### src/rtl/uart_bfm_chan.sv
// rtl/uart_bfm_chan.sv - parametrised UART stimulus/capture channel with TX/RX FIFOs
module uart_bfm_fifo #(
    parameter int W    = 8,
    parameter int LOG2 = 4
) (
    input  logic          clk,
    input  logic          rst,
    input  logic          wr_en,
    input  logic [W-1:0]  wr_data,
    input  logic          rd_en,
    output logic [W-1:0]  rd_data,
    output logic [LOG2:0] level
);
    localparam int DEPTH = 1 << LOG2;

    logic [W-1:0]    mem_q [DEPTH];
    logic [LOG2-1:0] wr_ptr_q, wr_ptr_d;
    logic [LOG2-1:0] rd_ptr_q, rd_ptr_d;
    logic [LOG2:0]   level_q, level_d;
    logic            rd_ok, wr_ok;

    // A write into a full FIFO is still taken when a pop frees the slot in the same cycle.
    always_comb begin
        rd_ok    = rd_en && (level_q != '0);
        wr_ok    = wr_en && (!level_q[LOG2] || rd_ok);
        wr_ptr_d = wr_ptr_q;
        rd_ptr_d = rd_ptr_q;
        level_d  = level_q;
        if (wr_ok) begin
            wr_ptr_d = wr_ptr_q + 1'b1;
        end
        if (rd_ok) begin
            rd_ptr_d = rd_ptr_q + 1'b1;
        end
        if (wr_ok && !rd_ok) begin
            level_d = level_q + 1'b1;
        end else if (rd_ok && !wr_ok) begin
            level_d = level_q - 1'b1;
        end
    end

    always_ff @(posedge clk or posedge rst) begin
        if (rst) begin
            wr_ptr_q <= '0;
            rd_ptr_q <= '0;
            level_q  <= '0;
        end else begin
            wr_ptr_q <= wr_ptr_d;
            rd_ptr_q <= rd_ptr_d;
            level_q  <= level_d;
        end
    end

    always_ff @(posedge clk) begin
        if (wr_ok) begin
            mem_q[wr_ptr_q] <= wr_data;
        end
    end

    assign rd_data = mem_q[rd_ptr_q];
    assign level   = level_q;
endmodule

module uart_bfm_chan #(
    parameter int DIV       = 434,
    parameter int DATA_BITS = 8,
    parameter int PARITY    = 0,
    parameter int STOP_BITS = 1,
    parameter int FIFO_LOG2 = 4
) (
    input  logic                 wb_clk_i,
    input  logic                 wb_rst_i,
    input  logic [7:0]           tx_data,
    input  logic                 tx_wr,
    output logic                 tx_full,
    output logic                 tx_idle,
    input  logic                 cts_n,
    output logic                 uart_txd,
    input  logic                 uart_rxd,
    output logic [7:0]           rx_data,
    input  logic                 rx_rd,
    output logic                 rx_empty,
    output logic [FIFO_LOG2:0]   rx_level,
    input  logic                 err_clr,
    output logic                 rx_perr,
    output logic                 rx_ferr,
    output logic                 rx_ovf,
    output logic                 tx_drop
);
    localparam int              CW        = $clog2(2 * DIV + 1);
    localparam logic [CW-1:0]   BIT_END   = CW'(DIV - 1);
    localparam logic [CW-1:0]   STOP_END  = CW'(STOP_BITS * DIV - 1);
    localparam logic [CW-1:0]   HALF_END  = CW'(DIV / 2 - 1);
    localparam logic [2:0]      LAST_BIT  = 3'(DATA_BITS - 1);
    localparam logic [7:0]      DATA_MASK = 8'((1 << DATA_BITS) - 1);

    typedef enum logic [2:0] {ST_IDLE, ST_START, ST_DATA, ST_PAR, ST_STOP} state_t;

    logic [7:0]         tx_head, rx_head;
    logic [FIFO_LOG2:0] tx_level;
    logic               tx_empty, tx_go, tx_pop, tx_par_bit;
    logic               rx_full, rx_push, set_perr, set_ferr, set_ovf, set_drop;

    state_t        tx_state_q, tx_state_d;
    logic [CW-1:0] tx_cnt_q, tx_cnt_d;
    logic [2:0]    tx_bit_q, tx_bit_d;
    logic [7:0]    tx_shift_q, tx_shift_d;
    logic          tx_par_q, tx_par_d;
    logic          txd_q, txd_d;

    state_t        rx_state_q, rx_state_d;
    logic [CW-1:0] rx_cnt_q, rx_cnt_d;
    logic [2:0]    rx_bit_q, rx_bit_d;
    logic [7:0]    rx_shift_q, rx_shift_d;
    logic          rx_pbad_q, rx_pbad_d;
    logic          rx_s1_q, rx_s1_d, rx_s2_q, rx_s2_d, rx_prev_q, rx_prev_d;

    logic perr_q, perr_d, ferr_q, ferr_d, ovf_q, ovf_d, drop_q, drop_d;

    uart_bfm_fifo #(.W(8), .LOG2(FIFO_LOG2)) u_tx_fifo (
        .clk(wb_clk_i), .rst(wb_rst_i), .wr_en(tx_wr), .wr_data(tx_data & DATA_MASK),
        .rd_en(tx_pop), .rd_data(tx_head), .level(tx_level)
    );

    uart_bfm_fifo #(.W(8), .LOG2(FIFO_LOG2)) u_rx_fifo (
        .clk(wb_clk_i), .rst(wb_rst_i), .wr_en(rx_push), .wr_data(rx_shift_q),
        .rd_en(rx_rd), .rd_data(rx_head), .level(rx_level)
    );

    assign tx_empty = (tx_level == '0);
    assign tx_full  = tx_level[FIFO_LOG2];
    assign tx_idle  = tx_empty && (tx_state_q == ST_IDLE);
    assign uart_txd = txd_q;
    assign rx_full  = rx_level[FIFO_LOG2];
    assign rx_empty = (rx_level == '0);
    assign rx_data  = rx_empty ? 8'h00 : rx_head;
    assign rx_perr  = perr_q;
    assign rx_ferr  = ferr_q;
    assign rx_ovf   = ovf_q;
    assign tx_drop  = drop_q;

    // The end of the stop bit doubles as an IDLE decision so back-to-back frames have no gap.
    always_comb begin
        tx_go      = !tx_empty && !cts_n;
        tx_pop     = tx_go && ((tx_state_q == ST_IDLE) ||
                               ((tx_state_q == ST_STOP) && (tx_cnt_q == STOP_END)));
        tx_par_bit = (PARITY == 1) ? ~(^tx_head) : (^tx_head);
        tx_state_d = tx_state_q;
        tx_cnt_d   = tx_cnt_q + 1'b1;
        tx_bit_d   = tx_bit_q;
        tx_shift_d = tx_shift_q;
        tx_par_d   = tx_par_q;
        txd_d      = txd_q;
        case (tx_state_q)
            ST_START: begin
                if (tx_cnt_q == BIT_END) begin
                    tx_state_d = ST_DATA;
                    tx_cnt_d   = '0;
                    tx_bit_d   = '0;
                    txd_d      = tx_shift_q[0];
                end
            end
            ST_DATA: begin
                if (tx_cnt_q == BIT_END) begin
                    tx_cnt_d   = '0;
                    tx_bit_d   = tx_bit_q + 1'b1;
                    tx_shift_d = tx_shift_q >> 1;
                    txd_d      = tx_shift_q[1];
                    if (tx_bit_q == LAST_BIT) begin
                        tx_bit_d = '0;
                        if (PARITY != 0) begin
                            tx_state_d = ST_PAR;
                            txd_d      = tx_par_q;
                        end else begin
                            tx_state_d = ST_STOP;
                            txd_d      = 1'b1;
                        end
                    end
                end
            end
            ST_PAR: begin
                if (tx_cnt_q == BIT_END) begin
                    tx_state_d = ST_STOP;
                    tx_cnt_d   = '0;
                    txd_d      = 1'b1;
                end
            end
            ST_STOP: begin
                if (tx_cnt_q == STOP_END) begin
                    tx_state_d = ST_IDLE;
                    tx_cnt_d   = '0;
                end
            end
            default: begin
                tx_state_d = ST_IDLE;
                tx_cnt_d   = '0;
                txd_d      = 1'b1;
            end
        endcase
        if (tx_pop) begin
            tx_state_d = ST_START;
            tx_cnt_d   = '0;
            tx_shift_d = tx_head;
            tx_par_d   = tx_par_bit;
            txd_d      = 1'b0;
        end
    end

    // Start detection needs a falling edge, so a stuck-low line cannot re-arm a frame.
    always_comb begin
        rx_s1_d    = uart_rxd;
        rx_s2_d    = rx_s1_q;
        rx_prev_d  = rx_s2_q;
        rx_state_d = rx_state_q;
        rx_cnt_d   = rx_cnt_q + 1'b1;
        rx_bit_d   = rx_bit_q;
        rx_shift_d = rx_shift_q;
        rx_pbad_d  = rx_pbad_q;
        rx_push    = 1'b0;
        set_perr   = 1'b0;
        set_ferr   = 1'b0;
        case (rx_state_q)
            ST_START: begin
                if (rx_cnt_q == HALF_END) begin
                    rx_cnt_d   = '0;
                    rx_bit_d   = '0;
                    rx_shift_d = '0;
                    rx_pbad_d  = 1'b0;
                    rx_state_d = rx_s2_q ? ST_IDLE : ST_DATA;
                end
            end
            ST_DATA: begin
                if (rx_cnt_q == BIT_END) begin
                    rx_cnt_d             = '0;
                    rx_bit_d             = rx_bit_q + 1'b1;
                    rx_shift_d           = rx_shift_q >> 1;
                    rx_shift_d[LAST_BIT] = rx_s2_q;
                    if (rx_bit_q == LAST_BIT) begin
                        rx_state_d = (PARITY != 0) ? ST_PAR : ST_STOP;
                    end
                end
            end
            ST_PAR: begin
                if (rx_cnt_q == BIT_END) begin
                    rx_cnt_d   = '0;
                    rx_state_d = ST_STOP;
                    rx_pbad_d  = (PARITY == 1) ? ~(^rx_shift_q ^ rx_s2_q) : (^rx_shift_q ^ rx_s2_q);
                end
            end
            ST_STOP: begin
                if (rx_cnt_q == BIT_END) begin
                    rx_cnt_d   = '0;
                    rx_state_d = ST_IDLE;
                    rx_push    = 1'b1;
                    set_ferr   = !rx_s2_q;
                    set_perr   = rx_pbad_q;
                end
            end
            default: begin
                rx_state_d = ST_IDLE;
                rx_cnt_d   = '0;
                if (rx_prev_q && !rx_s2_q) begin
                    rx_state_d = ST_START;
                end
            end
        endcase
    end

    always_comb begin
        set_ovf  = rx_push && rx_full && !rx_rd;
        set_drop = tx_wr && tx_full && !tx_pop;
        perr_d   = (perr_q && !err_clr) || set_perr;
        ferr_d   = (ferr_q && !err_clr) || set_ferr;
        ovf_d    = (ovf_q  && !err_clr) || set_ovf;
        drop_d   = (drop_q && !err_clr) || set_drop;
    end

    always_ff @(posedge wb_clk_i or posedge wb_rst_i) begin
        if (wb_rst_i) begin
            tx_state_q <= ST_IDLE;
            tx_cnt_q   <= '0;
            tx_bit_q   <= '0;
            tx_shift_q <= '0;
            tx_par_q   <= 1'b0;
            txd_q      <= 1'b1;
            rx_state_q <= ST_IDLE;
            rx_cnt_q   <= '0;
            rx_bit_q   <= '0;
            rx_shift_q <= '0;
            rx_pbad_q  <= 1'b0;
            rx_s1_q    <= 1'b1;
            rx_s2_q    <= 1'b1;
            rx_prev_q  <= 1'b1;
            perr_q     <= 1'b0;
            ferr_q     <= 1'b0;
            ovf_q      <= 1'b0;
            drop_q     <= 1'b0;
        end else begin
            tx_state_q <= tx_state_d;
            tx_cnt_q   <= tx_cnt_d;
            tx_bit_q   <= tx_bit_d;
            tx_shift_q <= tx_shift_d;
            tx_par_q   <= tx_par_d;
            txd_q      <= txd_d;
            rx_state_q <= rx_state_d;
            rx_cnt_q   <= rx_cnt_d;
            rx_bit_q   <= rx_bit_d;
            rx_shift_q <= rx_shift_d;
            rx_pbad_q  <= rx_pbad_d;
            rx_s1_q    <= rx_s1_d;
            rx_s2_q    <= rx_s2_d;
            rx_prev_q  <= rx_prev_d;
            perr_q     <= perr_d;
            ferr_q     <= ferr_d;
            ovf_q      <= ovf_d;
            drop_q     <= drop_d;
        end
    end
endmodule

### config.mk
export PLATFORM = sky130hd
export DESIGN_NAME = uart_bfm_chan
export DESIGN_NICKNAME = d
export VERILOG_FILES = /design/src/rtl/uart_bfm_chan.sv
export SDC_FILE = /design/constraint.sdc
export NUM_CORES = 1
export LEC_CHECK = 0
export ABC_AREA = 0
export BUFFER_PORTS_ARGS = -buffer_cell sky130_fd_sc_hd__clkbuf_2
export CAP_MARGIN = 20
export CORE_ASPECT_RATIO = 2
export CORE_MARGIN = 1.5
export CORE_UTILIZATION = 53
export CTS_BUF_LIST = sky130_fd_sc_hd__clkbuf_4 sky130_fd_sc_hd__clkbuf_8
export CTS_CLUSTER_SIZE = 10
export DETAILED_ROUTE_END_ITERATION = 7
export HOLD_SLACK_MARGIN = 0.06
export PLACE_DENSITY = 0.72
export SLEW_MARGIN = 20
export SYNTH_ARGS = -nofsm -noshare
export SYNTH_HDL_FRONTEND = slang
export SYNTH_SLANG_ARGS = --single-unit
### constraint.sdc
create_clock -name wb_clk_i -period 8.1 [get_ports wb_clk_i]
set_input_delay 1.62 -clock wb_clk_i [delete_from_list [all_inputs] [get_ports wb_clk_i]]
set_output_delay 1.62 -clock wb_clk_i [all_outputs]
set_load 0.01 [all_outputs]
After elaboration in Yosys (flattened, before gate mapping). Memories as Yosys holds them, arrays and structs flattened. Index checks and enable logic that the tools add are counted.

Bits in registers: 83. Bits in writable memories: 256. Output and inout bits: 21. Logic and storage cells: 183. Memories: 2.

Memory list: u_rx_fifo.mem_q (depth 16, width 8, rd ports 1, clocked after Yosys merged registers in 0, write ports 1, RTL line 16) `logic [W-1:0] mem_q [DEPTH];`; u_tx_fifo.mem_q (depth 16, width 8, rd ports 1, clocked after Yosys merged registers in 0, write ports 1, RTL line 16).

$add $sub $neg: 12. Equal/unequal tests: 26. Multiplexer cells: 57. Bitwise operators: 1. Reduce and logical (&&, ||, !) cells: 62.

Operators with widths (number): two-way mux 10 bit (5); two-way mux 8 bit (6); two-way mux 3 bit (15); case mux 3 bit (4 select lines) (2); logical AND 1 bit (21); adder 10 x 1 -> 10 bit (second input constant) (2); == test 10 x 9 -> 1 bit (second input constant) (2); two-way mux 5 bit (4); case mux 10 bit (2 select lines) (1); two-way mux 1 bit (18); adder 4 x 1 -> 4 bit (second input constant) (4); != test 2 bit (second input constant) (8); case mux 8 bit (2 select lines) (1); nonzero test 2 bit (7); == test 3 x 2 -> 1 bit (second input constant) (4); == test 3 bit (second input constant) (4); zero test 1 bit (12); != test 3 bit (second input constant) (4); case mux 3 bit (2 select lines) (2); adder 5 x 1 -> 5 bit (second input constant) (2); == test 10 x 8 -> 1 bit (second input constant) (1); zero test 5 bit (2); AND reduction 5 bit (2); nonzero test 5 bit (2); other kinds (16) (27).

Logic depth before layout (Yosys ltp).
Depth in word-level cells: 11. Mapped depth: 16. Gate-level depth less buffers: 15.

By module. A second synthesis with hierarchy kept.

Cells, all modules: 906. Area, all modules: 14435.1 sq um.

By module, submodules not included: uart_bfm_fifo (u_tx_fifo) (instances 1, cells an instance 322, area each 5794.3 sq um, seq. area each 4169.0 sq um); uart_bfm_fifo (u_rx_fifo) (instances 1, cells an instance 320, area each 5770.5 sq um, seq. area each 4169.0 sq um); uart_bfm_chan (instances 1, cells an instance 264, area each 2870.3 sq um, seq. area each 1431.4 sq um).

Worst setup path before layout. No wires, ideal clock.

Path type: reg-to-output. From: register u_rx_fifo.rd_ptr_q[0]. To: output port rx_data[0]. Arrival time: 2104 ps. Data required time: 6480 ps. Path slack: 4376 ps. Stages on the path, launching flop included: 6. Path through: dfrtp_1 clkbuf_1 buf_2 mux4_2 mux4_2 nor2b_1.

Longest elaborated chain between the ends: 2.

RTL lines: from (decl) (RTL line 18) `logic [LOG2-1:0] rd_ptr_q, rd_ptr_d;`; from (signal assigned) (RTL line 49) `rd_ptr_q <= rd_ptr_d;`; memory read (16 x 8 bit); two-way mux 8 bit (RTL line 136) `assign rx_data = rx_empty ? 8'h00 : rx_head;`; to (decl) (RTL line 80) `output logic [7:0] rx_data,`.

Every way passes these cells.

Final worst setup path.
From: register u_rx_fifo.rd_ptr_q[0]. To: output port rx_data[5].

The elaborated chain is that of the path after synthesis.

==> flow_summary.json <==
{
  "status": "finished clean",
  "final_cells": 1258,
  "path_cells": "buf_4, mux4_2, mux4_2, nor2b_1, clkbuf_2",
  "synth_cells": 829,
  "syn-num-nets": 873,
  "async_flop_share_pct": 24.5,
  "p_int_w": 0.00285,
  "root_buffer": "clkbuf_8",
  "drive_above_1_share_pct": 24.6,
  "placedCellCount": 1175,
  "switching_power_w": 0.00101,
  "p_leak_nw": 5.78,
  "clock-sinks": 339,
  "synth_edf_count": 256,
  "power.density_nw_per_um2": 249,
  "ctsHtreeMaxLevel": 2,
  "io_pins": 36,
  "syn_to_final_growth_pct": 10.0,
  "critPathMostFrequentCell": "mux4_2",
  "grt_pass1_wl_um": 41800,
  "arrival_ns": 2.88,
  "grt_max_degree": 69,
  "period_needed_ns": 4.50,
  "wl_per_cell_um": 21.1,
  "holdWs_ns": 0.355,
  "clk_pin_slew_worst_paths_ns": 0.07,
  "core.rowCount": 84,
  "drc": 0,
  "path_class": "flip-flop to primary output",
  "setup-violations-final": 0,
  "synth_top_cells_by_count": "256 x edfxtp_1, 79 x dfrtp_1, 72 x mux4_2",
  "cts_inserted_buffers": 45,
  "fill_cells": 1997,
  "synth_ff_type": "edfxtp_1",
  "hp-start": "rx_s1_q$_DFF_PP1_",
  "synth_area_leaders": "edfxtp_1 54%, dfrtp_1 14%, mux4_2 11%, ha_1 2.4%, xnor2_1 2.2%",
  "first_pass_iters": 4,
  "dp_hpwl_um": 19100,
  "nets": 922,
  "cpMaxStageDelayCell": "mux4_2",
  "max_cap_violations": 0,
  "worstPathRequired_ns": 6.48,
  "antenna_found_initial": 0,
  "overflow": 0,
  "gp_congestion": 0.762,
  "synthesis.area_per_instance_um2": 17.0,
  "drtAntennaViolNets": 0,
  "num_vias": 7005,
  "grt_pass1_vias": 7664,
  "finalMaxSlewViolations": 0,
  "synth_most_common_cell": "edfxtp_1",
  "cts_resized": 0,
  "cp_slowest_stage_delay_ns": 0.60,
  "hold_viol_final": 0,
  "end_kind": "primary output",
  "power_frac_seq_pct": 53.7,
  "drtIter0Drc": 291,
  "avgViaCountPerCell": 5.57,
  "synth_top_area_share_pct": 54.5,
  "worstMarginPinSlew_ns": 1.08,
  "yosysTopAreaCell": "edfxtp_1",
  "timing.final.crit_share_pct": 55.5,
  "p_clk_share_pct": 32.1,
  "reg2reg_from": "tx_cnt_q[1]$_DFF_PP0_",
  "dieArea_um2": 27700,
  "swShare_pct": 26.2,
  "routed_wl_um": 26500,
  "setup-tns-final_ns": 0,
  "clockBufferDepth": 3,
  "antennaDiodeCount": 0,
  "cts_setup_buffers": 0,
  "portBuffers": 35,
  "startpoint_type": "flip-flop",
  "cts_tree": "done",
  "relSlewSlack_pct": 27.7,
  "die_w_um": 118,
  "grt_usage_pct": 20.3,
  "finClkSkew_ns": 0.0301,
  "clk_latency_ns": 0.58,
  "peakVddDrop_v": 0.000195,
  "fmax_mhz": 222,
  "cts_hold_buf": 0,
  "hold_path_class": "flip-flop to flip-flop",
  "die_h_um": 234,
  "core_region_area_um2": 26300,
  "ys_seq_elements": 339,
  "startpoint": "u_rx_fifo.rd_ptr_q[0]$_DFFE_PP0P_",
  "ys_seq_area_share_pct": 69.3,
  "start_util_pct": 53.7,
  "yosysWarnings": 0,
  "pwr-share-comb_pct": 14.2,
  "crit_path_max_fanout": 35,
  "rsz0062_at_grt": "false",
  "synth_area_um2": 14100,
  "synth_cell_types": 58
}
[flip-flops by register name, indices dropped and copies added (netlist names), 4 cells and up]
name / flops
u_tx_fifo.wr_ptr_q: 4
u_tx_fifo.mem_q: 128
tx_shift_q: 8
u_rx_fifo.rd_ptr_q: 4
u_rx_fifo.wr_ptr_q: 4
u_rx_fifo.mem_q: 128
u_tx_fifo.rd_ptr_q: 4
rx_shift_q: 8
u_tx_fifo.level: 5
u_rx_fifo.level: 5
tx_cnt_q: 10
rx_cnt_q: 10
[cell usage in the layout (no fill, tap or decap), types with 11 or more instances in the layout]
cell type / Yosys / layout
a22o_1: 11 / 11
clkbuf_2: 1 / 35
clkbuf_4: 0 / 18
clkbuf_8: 0 / 46
clkinv_1: 0 / 12
dfrtp_1: 79 / 77
edfxtp_1: 256 / 256
ha_1: 27 / 27
inv_1: 26 / 25
mux2i_1: 13 / 13
mux4_2: 72 / 72
nand2_1: 37 / 37
nand3_1: 11 / 11
nor2_1: 60 / 60
nor2b_1: 12 / 12
o21ai_0: 16 / 16
xnor2_1: 36 / 36
xor2_1: 11 / 11
[layout make-up]
class | instances | area, µm² | share of cell area, %
clock buffer | 64 | 768 | 4.95
clock inverter | 19 | 111 | 0.717
inverter | 26 | 98.8 | 0.637
multi-input combinational | 424 | 4110 | 26.5
sequential | 339 | 9770 | 63.0
tap | 344 | 430 | 2.77
timing repair buffer | 42 | 228 | 1.47
[cell families (layout without fill, tap and decap cells)]
kind of cell             Yosys count  in the layout  share of synthesized area [%]
XOR/XNOR                          47             47                           2.92
flip-flops                       339            339                           69.3
multiplexers                      94             94                           13.1
adder cells (fa/ha/maj)           29             29                           2.68
buffers and inverters             66            151                           1.87
AO/OA/AOI/OAI                     73             73                           3.63
AND/OR/NAND/NOR                  181            181                           6.52
[worst max-delay path: cells and delay by family (launching register included)]
kind	cells	cell delay [ns]
and+or+nand+nor	1	0.15
muxes	2	1.10
buffers and inverters	2	0.68
DFF	1	0.35
[final timing paths]
check / to / cells past startpoint / slack (ns)
worst max-delay path: rx_data[5] / 5 / 3.60
worst min-delay path: rx_prev_d$_DFF_PP1_ / 0 / 0.36
worst max register to register: u_tx_fifo.level[4]$_DFFE_PP0P_ / 14 / 4.12
worst min register to register: rx_prev_d$_DFF_PP1_ / 0 / 0.36
max in group asynchronous: u_tx_fifo.rd_ptr_q[0]$_DFFE_PP0P_ / 3 / 5.88
min in group asynchronous: u_rx_fifo.wr_ptr_q[3]$_DFFE_PP0P_ / 2 / 0.98
[stage by stage]
step	power, W	utilization [%]	setup WS (ns)	instance area [µm²]
after floorplan	0.00251	-	4.35	14100
after global placement	0.00266	55.7	3.70	14600
after detailed placement	0.00268	55.7	3.66	14600
after CTS	0.00392	59.1	3.49	15500
after global routing	0.00404	59.1	3.42	15500
final	0.00387	59.1	3.60	15500
[power by group through the flow]
stage / combinational, W / sequential (W) / clock, W
3_3_place_gp: 0.000549 / 0.00211 / 0
4_1_cts: 0.000565 / 0.00208 / 0.00127
3_5_place_dp: 0.000564 / 0.00212 / 0
6_report: 0.000550 / 0.00208 / 0.00124
5_1_grt: 0.000613 / 0.00209 / 0.00134
2_1_floorplan: 0.000450 / 0.00206 / 0
[layer usage]
metal / up-vias / wire (µm) / GRT usage, %
met4: 0 / 1060 / 9.30
met3: 65 / 659 / 2.93
met1: 3549 / 8230 / 17.8
met2: 121 / 16600 / 43.1
li1: 3270 / - / -
met5: - / 0 / 0
Note: power is estimated with default switching activity, not from simulation.
